File: src/rtl/lib_timer_multi.sv
// Time-of-day timer: prescaled minute tick, hour/minute counters with a
// programmable day length, and NUM_CH edge-triggered alarm channels.
module lib_timer_multi #(
  parameter int TICK_DIV      = 6,
  parameter int HOURS_PER_DAY = 24,
  parameter int MINS_PER_HOUR = 60,
  parameter int NUM_CH        = 4,
  parameter int CH_W          = 2
) (
  input  logic              clk,
  input  logic              rst,
  input  logic              run_en,
  input  logic              set_en,
  input  logic [4:0]        set_hour,
  input  logic [5:0]        set_min,
  output logic              set_err,
  input  logic              ch_wr,
  input  logic [CH_W-1:0]   ch_sel,
  input  logic              ch_en,
  input  logic [4:0]        ch_hour,
  input  logic [5:0]        ch_min,
  output logic [NUM_CH-1:0] alarm_pulse,
  output logic              alarm_any,
  output logic              min_tick,
  output logic              day_wrap,
  output logic [4:0]        hour,
  output logic [5:0]        min,
  output logic [10:0]       time_out
);

  localparam int PW = (TICK_DIV > 2) ? $clog2(TICK_DIV) : 1;
  localparam logic [PW-1:0] LAST_P = PW'(TICK_DIV - 1);
  localparam logic [4:0]    LAST_H = 5'(HOURS_PER_DAY - 1);
  localparam logic [5:0]    LAST_M = 6'(MINS_PER_HOUR - 1);

  logic [PW-1:0] presc_q, presc_d;
  logic [4:0]    hour_q, hour_d;
  logic [5:0]    min_q, min_d;
  logic          min_tick_q, min_tick_d;
  logic          day_wrap_q, day_wrap_d;
  logic          changed_q, changed_d;
  logic          set_err_q, set_err_d;

  logic          ch_en_q   [NUM_CH];
  logic          ch_en_d   [NUM_CH];
  logic [4:0]    ch_hour_q [NUM_CH];
  logic [4:0]    ch_hour_d [NUM_CH];
  logic [5:0]    ch_min_q  [NUM_CH];
  logic [5:0]    ch_min_d  [NUM_CH];

  logic [NUM_CH-1:0] alarm_q, alarm_d;

  logic tick;
  logic load_ok;

  assign tick    = run_en && (presc_q == LAST_P);
  assign load_ok = set_en && (set_hour <= LAST_H) && (set_min <= LAST_M);

  // Prescaler and time counters; a valid load overrides and discards a coincident tick.
  always_comb begin
    presc_d    = presc_q;
    hour_d     = hour_q;
    min_d      = min_q;
    min_tick_d = 1'b0;
    day_wrap_d = 1'b0;
    changed_d  = 1'b0;
    set_err_d  = set_en && !load_ok;
    if (load_ok) begin
      hour_d    = set_hour;
      min_d     = set_min;
      presc_d   = '0;
      changed_d = 1'b1;
    end else if (tick) begin
      presc_d    = '0;
      changed_d  = 1'b1;
      min_tick_d = 1'b1;
      if (min_q == LAST_M) begin
        min_d = '0;
        if (hour_q == LAST_H) begin
          hour_d     = '0;
          day_wrap_d = 1'b1;
        end else begin
          hour_d = hour_q + 5'd1;
        end
      end else begin
        min_d = min_q + 6'd1;
      end
    end else if (run_en) begin
      presc_d = presc_q + PW'(1);
    end
  end

  // Channel config next-state; out-of-range ch_sel matches no channel.
  // Alarms compare against the config as it stands after this cycle's write,
  // so disabling a channel in its match cycle suppresses the pulse.
  always_comb begin
    alarm_d = '0;
    for (int k = 0; k < NUM_CH; k++) begin
      ch_en_d[k]   = ch_en_q[k];
      ch_hour_d[k] = ch_hour_q[k];
      ch_min_d[k]  = ch_min_q[k];
      if (ch_wr && (ch_sel == CH_W'(k))) begin
        ch_en_d[k]   = ch_en;
        ch_hour_d[k] = ch_hour;
        ch_min_d[k]  = ch_min;
      end
      alarm_d[k] = changed_q && ch_en_d[k] &&
                   (hour_q == ch_hour_d[k]) && (min_q == ch_min_d[k]);
    end
  end

  // State registers with synchronous reset.
  always_ff @(posedge clk) begin
    if (rst) begin
      presc_q    <= '0;
      hour_q     <= '0;
      min_q      <= '0;
      min_tick_q <= 1'b0;
      day_wrap_q <= 1'b0;
      changed_q  <= 1'b0;
      set_err_q  <= 1'b0;
      alarm_q    <= '0;
      for (int k = 0; k < NUM_CH; k++) begin
        ch_en_q[k]   <= 1'b0;
        ch_hour_q[k] <= '0;
        ch_min_q[k]  <= '0;
      end
    end else begin
      presc_q    <= presc_d;
      hour_q     <= hour_d;
      min_q      <= min_d;
      min_tick_q <= min_tick_d;
      day_wrap_q <= day_wrap_d;
      changed_q  <= changed_d;
      set_err_q  <= set_err_d;
      alarm_q    <= alarm_d;
      for (int k = 0; k < NUM_CH; k++) begin
        ch_en_q[k]   <= ch_en_d[k];
        ch_hour_q[k] <= ch_hour_d[k];
        ch_min_q[k]  <= ch_min_d[k];
      end
    end
  end

  assign set_err     = set_err_q;
  assign alarm_pulse = alarm_q;
  assign alarm_any   = |alarm_q;
  assign min_tick    = min_tick_q;
  assign day_wrap    = day_wrap_q;
  assign hour        = hour_q;
  assign min         = min_q;
  assign time_out    = {hour_q, min_q};

endmodule

File: config.mk
export PLATFORM = sky130hd
export DESIGN_NAME = lib_timer_multi
export DESIGN_NICKNAME = d
export VERILOG_FILES = /design/src/rtl/lib_timer_multi.sv
export SDC_FILE = /design/constraint.sdc
export NUM_CORES = 1
export LEC_CHECK = 0
export ABC_AREA = 1
export CORE_MARGIN = 5
export CORE_UTILIZATION = 35
export DETAILED_ROUTE_END_ITERATION = 12
export PLACE_DENSITY = 0.65
export SLEW_MARGIN = 15
export SYNTH_ARGS = -nofsm -noshare
export SYNTH_HDL_FRONTEND = slang
export SYNTH_SLANG_ARGS = --single-unit
File: constraint.sdc
create_clock -name clk -period 1.29 [get_ports clk]
set_input_delay 0.258 -clock clk [delete_from_list [all_inputs] [get_ports clk]]
set_output_delay 0.258 -clock clk [all_outputs]
set_load 0.05 [all_outputs]
# After elaboration in Yosys (flattened, before gate mapping)
# Memories as Yosys holds them, arrays and structs flattened.
# Index checks and enable logic that the tools add are counted.
[classes] n_mux=37 eq_ne=14 addsub=3 n_reduce_logical=29 order_cmp=2 n_bitwise=14
[ops] op="$mux 6" count=11
[ops] op="$mux 5" count=12
[ops] op="$eq 6x6->1" count=4
[ops] op="$eq 5x5->1" count=4
[ops] op="$logic_and 1x1->1" count=20
[ops] op="$mux 1" count=14
[ops] op="$or 1x1->1" count=12
[ops] op="$reduce_or 4->1" count=2
[ops] op="$add 6x1->6 const B" count=1
[ops] op="$eq 6x6->1 const B" count=1
[ops] op="$le 6x6->1 const B" count=1
[ops] op="$add 5x1->5 const B" count=1
[ops] op="$eq 5x5->1 const B" count=1
[ops] op="$le 5x5->1 const B" count=1
[ops] op="$eq 2x2->1 const B" count=2
[ops] op="$reduce_bool 2->1" count=2
[ops] op="$add 3x1->3 const B" count=1
[ops] op="$eq 3x3->1 const B" count=1
[ops] op="$reduce_or 3->1" count=1
[ops] op="$eq 2x1->1 const B" count=1
[ops] op="$logic_not 2->1" count=1
[ops] op="$not 1->1" count=2
[ops] op="$reduce_and 2->1" count=1
[ops] op="$reduce_or 2->1" count=1
[ops] op="$logic_not 1->1" count=1
[word_totals] in_bits=30 ram_bits=48 output_inout_bits=30 word_cells=110 ff_bits=22 n_memories=3
[mem_list] name="ch_min_q" depth=4 width=6 rd=4 rd_clocked_by_memory_dff=0 wr=4 line="48" rtl="logic [5:0] ch_min_q [NUM_CH];"
[mem_list] name="ch_hour_q" depth=4 width=5 rd=4 rd_clocked_by_memory_dff=0 wr=4 line="46" rtl="logic [4:0] ch_hour_q [NUM_CH];"
[mem_list] name="ch_en_q" depth=4 width=1 rd=4 rd_clocked_by_memory_dff=0 wr=4 line="44" rtl="logic ch_en_q [NUM_CH];"

# Depth between registers and ports, before layout
# Gate-level depths: netlist of the first run.
[depth] word_depth=6 depth_mapped=12 depth_no_buf=11

# Worst setup path before layout of the first run
# OpenSTA, ideal clock, no wires.
[synth_path] kind="register to register" startpoint="register min_q[1] (netlist: min[1])" endpoint="register hour_q[2] (netlist: hour[2])" t_arrival_ps=1636 slack_ps=-465 path_stages_with_launch=9 t_required_ps=1171 setup_time_ps=119 synth_period_minus_slack_ps=1755 n_path_buf=0 cell_sequence="dfxtp_1 > ha_1 > nand4_1 > nand2_1 > nand2_1 > inv_2 > nand2_1 > nand2_1 > a21oi_1"
[synth_between] elab_chain_cells=3
[synth_rtl] item="start: declaration" line="38" rtl="logic [5:0] min_q, min_d;"
[synth_rtl] item="start signal: assignment" line="131" rtl="min_q <= min_d;"
[synth_rtl] item="$eq 6x6->1" line="77" rtl="if (min_q == LAST_M) begin"
[synth_rtl] item="$reduce_bool 2->1 (no line)"
[synth_rtl] item="$reduce_and 2->1 (no line)"
[synth_rtl] item="end signal: assignment" line="130" rtl="hour_q <= hour_d;"
[synth_rtl] item="end: declaration" line="37" rtl="logic [4:0] hour_q, hour_d;"
# Every way passes these cells.
# A chain may end at the register's enable or synchronous reset.

# Final worst setup path of the first run
[layout_path] startpoint="register alarm_q[2] (netlist: alarm_pulse[2])" endpoint="output alarm_any"
[layout_between] elab_chain_cells=1
[layout_rtl] item="start: declaration" line="51" rtl="logic [NUM_CH-1:0] alarm_q, alarm_d;"
[layout_rtl] item="start signal: assignment" line="136" rtl="alarm_q <= alarm_d;"
[layout_rtl] item="$reduce_or 4->1" line="147" rtl="assign alarm_any = |alarm_q;"
[layout_rtl] item="end: declaration" line="23" rtl="output logic alarm_any,"
# Every way passes these cells.

==> metrics.md, run 1 <==
| Metric | Value |
|---|---|
| RSZ-0062 raised after global routing | yes |
| Max clock buf depth | 2 |
| Sequential Power Share | 36.3% |
| Routed wire length | 14460 µm |
| Main synth FF type | dfxtp_1 |
| Clk root buf | clkbuf_16 |
| Total congestion overflow | 0 |
| Final core occ | 59.11% |
| Diode count | 0 |
| Final setup viols | 3 |
| Slew Limit Fails | 0 |
| Crit share post-route | 125.4% |
| Via count | 4742 |
| Max VDD drop | 636.6 µV |
| Critical path required time | 1030 ps |
| Hold crit path type | in -> reg |
| Distinct cell type count after synthesis | 30 |
| Crit end category | primary output |
| Setup TNS | -365.5 ps |
| Post-DP Area | 0.005776 mm² |
| Post-synth EDFFs | 0 |
| Non-Filler Instances | 950 |
| Sink Count | 70 |
| Largest net degree at the start of global routing | 36 |
| Syn avg cell area | 6.299 µm² |
| Power, Total | 0.006359 W |
| DR DRC count | 0 |
| Power per cell area | 950.4 mW/mm² |
| Critical Path Start Type | register |
| Full die area | 0.01365 mm² |
| Switching Share | 30.36% |
| GRT Total Usage | 20.67% |
| Failing checks | setup timing |
| Slew Limit Headroom | 72.61% |
| Crit Path Class | reg -> out |
| Clock slew at reported path FFs | 50 ps |
| FP Rows | 39 |
| Num CTS Buffers | 9 |
| Flop2flop setup slack | -30 ps |
| Die Y-Extent | 116.8 µm |
| Least-Margin Pin Slew | 410.8 ps |
| Yosys warning count | 0 |
| Detailed-router iteration count before antenna repair | 6 |
| Status | complete, but fails checks |
| Sequential area share after synthesis | 35.09% |
| Clock power share | 35.5% |
| Leak pwr | 3.162 nW |
| Dpl cells | 908 |
| DPL Wire Length | 10070 µm |
| Synthesized cell area | 0.003994 mm² |
| Clock tree from TritonCTS | done |
| FMAX | 0.6180 GHz |
| Die width | 116.8 µm |
| Internal Power | 0.004428 W |
| Via/cell ratio | 4.992 |
| Initial Utilization | 35.28% |
| Fin area | 0.006691 mm² |
| Worst-path maximum fanout | 2 |
| Hold violation count in the final report | 0 |
| Global-route wire length before repair | 21730 µm |
| Worst Skew | 4.911 ps |
| Yosys reg bits | 70 |
| Post-route minimum period | 1618 ps |
| Antenna violations before repair | 0 |
| DRT antenna net count | 0 |
| H-Tree Depth | 3 |
| Layout cell share with drive strength beyond 1 | 35.81% |
| I/O pin count | 60 |
| IO Port Bufs | 59 |
| Critical path arrival | 1360 ps |
| Psw | 0.001931 W |
| Vias in the first global route | 4472 |
| PnR worst setup slack | -328.1 ps |
| Core area | 0.01132 mm² |
| Combinational share of power | 28.2% |
| Maxcap violations | 0 |
| Layout Nets | 836 |
| Iter 0 DRT Violations | 313 |
| Area growth from synthesis to layout | 67.54% |
| Clk_lat worst skew | 330 ps |
| Wire per inst | 15.22 µm |
| Routability-driven placement congestion ratio | 0.9085 |
| Syn Inst Count | 634 |
| Asr flop ratio synth | 0% |
| Mapped Nets | 668 |
-- worst max-delay path, cell delays in order (launching register included) --
cell     delay, ps
dfxtp_4        340
or4_4          520
buf_8          170
-- power groups by stage --
stage | logic (W) | clock network, W | registers [W]
5_1_grt | 0.00194 | 0.00240 | 0.00232
2_1_floorplan | 0.000756 | 0 | 0.00242
6_report | 0.00179 | 0.00226 | 0.00231
3_3_place_gp | 0.00153 | 0 | 0.00236
4_1_cts | 0.00163 | 0.00230 | 0.00232
3_5_place_dp | 0.00155 | 0 | 0.00237
-- cell usage after synthesis, drive strengths merged (4+ instances only) --
cell type / count / share of area [%]
nor2: 69 / 7.0
nand3: 76 / 9.9
nand4: 12 / 1.9
dfxtp: 70 / 35
nand2: 194 / 18
buf: 29 / 4.6
clkinv: 5 / 0.47
o21ai: 27 / 3.6
a21oi: 30 / 3.8
xor2: 12 / 2.6
clkbuf: 9 / 0.85
ha: 4 / 1.3
inv: 82 / 7.7
o211ai: 6 / 1.1
-- state kept, by name, summed over array words and instances, names as in the netlist --
register     count
changed_q        1
set_err          1
alarm_pulse      4
ch_en_q          4
ch_hour_q       20
ch_min_q        24
day_wrap         1
min_tick         1
min              6
presc_q          3
hour             5
-- timing repair --
action,4_1_cts,5_1_grt
endpoints found under the setup margin,70,26
hold buffers,0,0
cloned,2,4
pin swaps,20,41
gates resized for setup,52,96
buffers inserted,6,15
-- path summary, 6_finish.rpt --
check,start,end,cells past startpoint
setup / recovery,alarm_pulse[2],alarm_any,2
hold / removal,set_en,set_err,3
hold reg to reg,ch_hour_q[0][3],ch_hour_q[0][3],2
setup reg to reg,min[1],min[0],7
-- stage by stage --
stage	hold slack, ps	setup WS (ps)
floorplan	393.0	-25.24
global placement	467.3	-766.8
detailed placement	481.0	-784.9
CTS	316.6	-339.9
global route	199.2	-352.8
finish	195.2	-328.1
-- layout make-up --
cell class,instances,area [µm²]
Clock buffer,14,254.0
Clock inverter,2,10.01
Fill cell,1028,4629
Inverter,87,341.6
Multi-Input combinational cell,441,2376
Sequential cell,70,1448
Tap cell,143,178.9
Timing Repair Buffer,193,2083
-- cell usage in the layout, fill, tap and decap left out, types with 10 or more instances in the layout --
| cell type | n |
|---|---|
| nand2_1 | 174 |
| buf_4 | 109 |
| inv_1 | 62 |
| nand3_1 | 61 |
| nor2_1 | 60 |
| dfxtp_1 | 55 |
| buf_12 | 34 |
| a21oi_1 | 22 |
| inv_2 | 16 |
| buf_6 | 16 |
| o21ai_2 | 14 |
| nand2_2 | 13 |
| nand3_2 | 12 |
| nand4_1 | 12 |
| xor2_1 | 11 |
| dfxtp_4 | 11 |
| clkbuf_16 | 11 |
| clkdlybuf4s50_1 | 10 |
| dlymetal6s2s_1 | 10 |
-- routing by layer --
layer  global-route usage (%)  vias to the layer above  share of wire (%)
met2                    33.41                      179                 49
li1                         -                     2319                  -
met3                    5.090                       35                6.8
met4                    9.633                        0                3.6
met5                        0                        -                  0
met1                    25.95                     2209                 41
-- logic make-up after synthesis --
kind of cell | synth area share, %
compound gates | 8.960
xor+xnor | 3.070
fa+ha+maj | 1.253
buf+inv | 13.63
flops | 35.09
mux | 0.2506
simple gates | 37.75
Note: power is estimated with default switching activity, not from simulation.
==> run 2: changes to the inputs <==
GPL_ROUTABILITY_DRIVEN = 0   (was unset)
PLACE_DENSITY = 0.67   (was 0.65)
TNS_END_PERCENT = 1   (was unset)
==> metrics.md, run 2 (synthesis results as in run 1) <==
| Metric | Value |
|---|---|
| Status | complete, but fails checks |
| Failing checks | setup timing |
| Final core occ | 54.29% |
| Fin area | 0.006146 mm² |
| Fillers | 1094 |
| Max clock buf depth | 2 |
| Clock power share | 37.3% |
| DPL Wire Length | 10110 µm |
| Final setup viols | 18 |
| Total congestion overflow | 0 |
| Leak pwr | 2.868 nW |
| Met1 usage | 25.45% |
| Psw | 0.001838 W |
| Clk root buf | clkbuf_16 |
| Largest net degree at the start of global routing | 33 |
| FMAX | 0.6259 GHz |
| Crit end category | primary output |
| Initial Utilization | 35.28% |
| Power per cell area | 1013 mW/mm² |
| Most frequent cells in the layout | 184 x nand2_1, 91 x buf_4, 73 x nand3_1 |
| Post-DP Area | 0.005783 mm² |
| Switching Share | 29.53% |
| Critical path required time | 1030 ps |
| Sequential Power Share | 37.3% |
| Storage cell area | 0.001444 mm² |
| Slew Limit Fails | 0 |
| Hold crit path type | in -> reg |
| Crit Path Class | reg -> out |
| Diode count | 0 |
| Vias in the first global route | 4548 |
| Wire per inst | 14.40 µm |
| Crit share post-route | 123.8% |
| GRT Total Usage | 20.34% |
| Commonest non-fill, non-tap cell in the layout | nand2_1 |
| IO Port Bufs | 59 |
| Die Y-Extent | 116.8 µm |
| Die width | 116.8 µm |
| DRT antenna net count | 0 |
| Antenna violations before repair | 0 |
| Critical Path Start Type | register |
| GRT met3 Usage | 4.781% |
| Detailed-router iteration count before antenna repair | 6 |
| Min-Delay Endpoint | min[1] |
| Critical path arrival | 1340 ps |
| Area taken by multi-input logic gates | 0.002115 mm² |
| Combinational share of power | 25.4% |
| I/O pin count | 60 |
| Max VDD drop | 515.2 µV |
| Slew Limit Headroom | 74.14% |
| H-Tree Depth | 3 |
| RR Endpoint | hour[3] |
| DR DRC count | 0 |
| Clk_lat worst skew | 330 ps |
| Sink Count | 70 |
| Via/cell ratio | 5.016 |
| Core area | 0.01132 mm² |
| Worst-path maximum fanout | 2 |
| Clock tree from TritonCTS | done |
| Via count | 4630 |
| R2R cell count | 7 |
| Clock slew at reported path FFs | 60 ps |
| Flop2flop setup slack | -80 ps |
| Worst Skew | 8.770 ps |
| RSZ-0062 raised after global routing | yes |
| Worst reg2reg path startpoint | min[1] |
| Hold violation count in the final report | 0 |
| Top reg by flops | ch_min_q |
| Hold path start | rst |
| Full die area | 0.01365 mm² |
| Met2 Use GR | 33.07% |
| Post-CTS setup buffers | 0 |
| PnR worst setup slack | -307.6 ps |
| Internal Power | 0.004386 W |
| Iter 0 DRT Violations | 339 |
| Num CTS Buffers | 9 |
| Least-Margin Pin Slew | 387.9 ps |
| FP Rows | 39 |
| GRT Max-Usage Layer | met2 |
| Max reg flops | 24 |
| Area growth from synthesis to layout | 53.88% |
| Layout cell share with drive strength beyond 1 | 26.15% |
| Hold depth | 3 |
| Post-route minimum period | 1598 ps |
| Layout Nets | 809 |
| Maxcap violations | 0 |
| Global-route wire length before repair | 21650 µm |
| Routed wire length | 13290 µm |
run 2: worst max-delay path, cell delays in order, from the launching register on:
cell,delay [ps]
dfxtp_2,330
or4_4,510
buf_6,170
run 2: what timing repair did:
item                       CTS  global route
pin swaps                    4             5
resized for setup           28            11
setup endpoints to repair   69            36
hold buffers                 0             0
run 2: metal layers:
metal	share of wire [%]	vias to the layer above	routed length (µm)
met4	3.9	0	521
met2	46	214	6134
met1	41	2099	5483
li1	-	2270	-
met3	8.7	47	1151
met5	0	-	0
run 2: worst max-delay path by stage:
stage | start | to
floorplan | min[3] | hour[2]
detailed placement | ch_sel[0] | alarm_pulse[2]
global placement | ch_sel[0] | alarm_pulse[2]
CTS | alarm_pulse[0] | alarm_any
global route | alarm_pulse[0] | alarm_any
finish | alarm_pulse[0] | alarm_any
run 2: power by group through the flow:
stage	combinational [W]	clock, W	sequential, W
CTS	0.00156	0.00234	0.00232
global placement	0.00151	0	0.00236
finish	0.00158	0.00232	0.00232
global route	0.00172	0.00244	0.00233
detailed placement	0.00153	0	0.00237
floorplan	0.000747	0	0.00243
run 2: stage by stage:
stage | worst slack, ps | hold slack, ps | power (W) | instances | setup TNS [ps]
floorplan | -25.24 | 393.0 | 0.003173 | 634 | -138.1
global placement | -792.7 | 476.1 | 0.003875 | 907 | -28340
detailed placement | -786.4 | 485.3 | 0.003901 | 907 | -30250
CTS | -316.6 | 405.6 | 0.006230 | 923 | -1169
global route | -331.7 | 419.1 | 0.006492 | 923 | -3120
finish | -307.6 | 402.0 | 0.006224 | 923 | -1092
run 2: cell type report:
class / instances / area share, %
clock buffer: 15 / 4.357
clock inverter: 1 / 0.08143
inverter: 87 / 5.314
multi-input combinational: 439 / 34.41
sequential: 70 / 23.49
tap: 143 / 2.911
timing repair buffer: 168 / 29.44
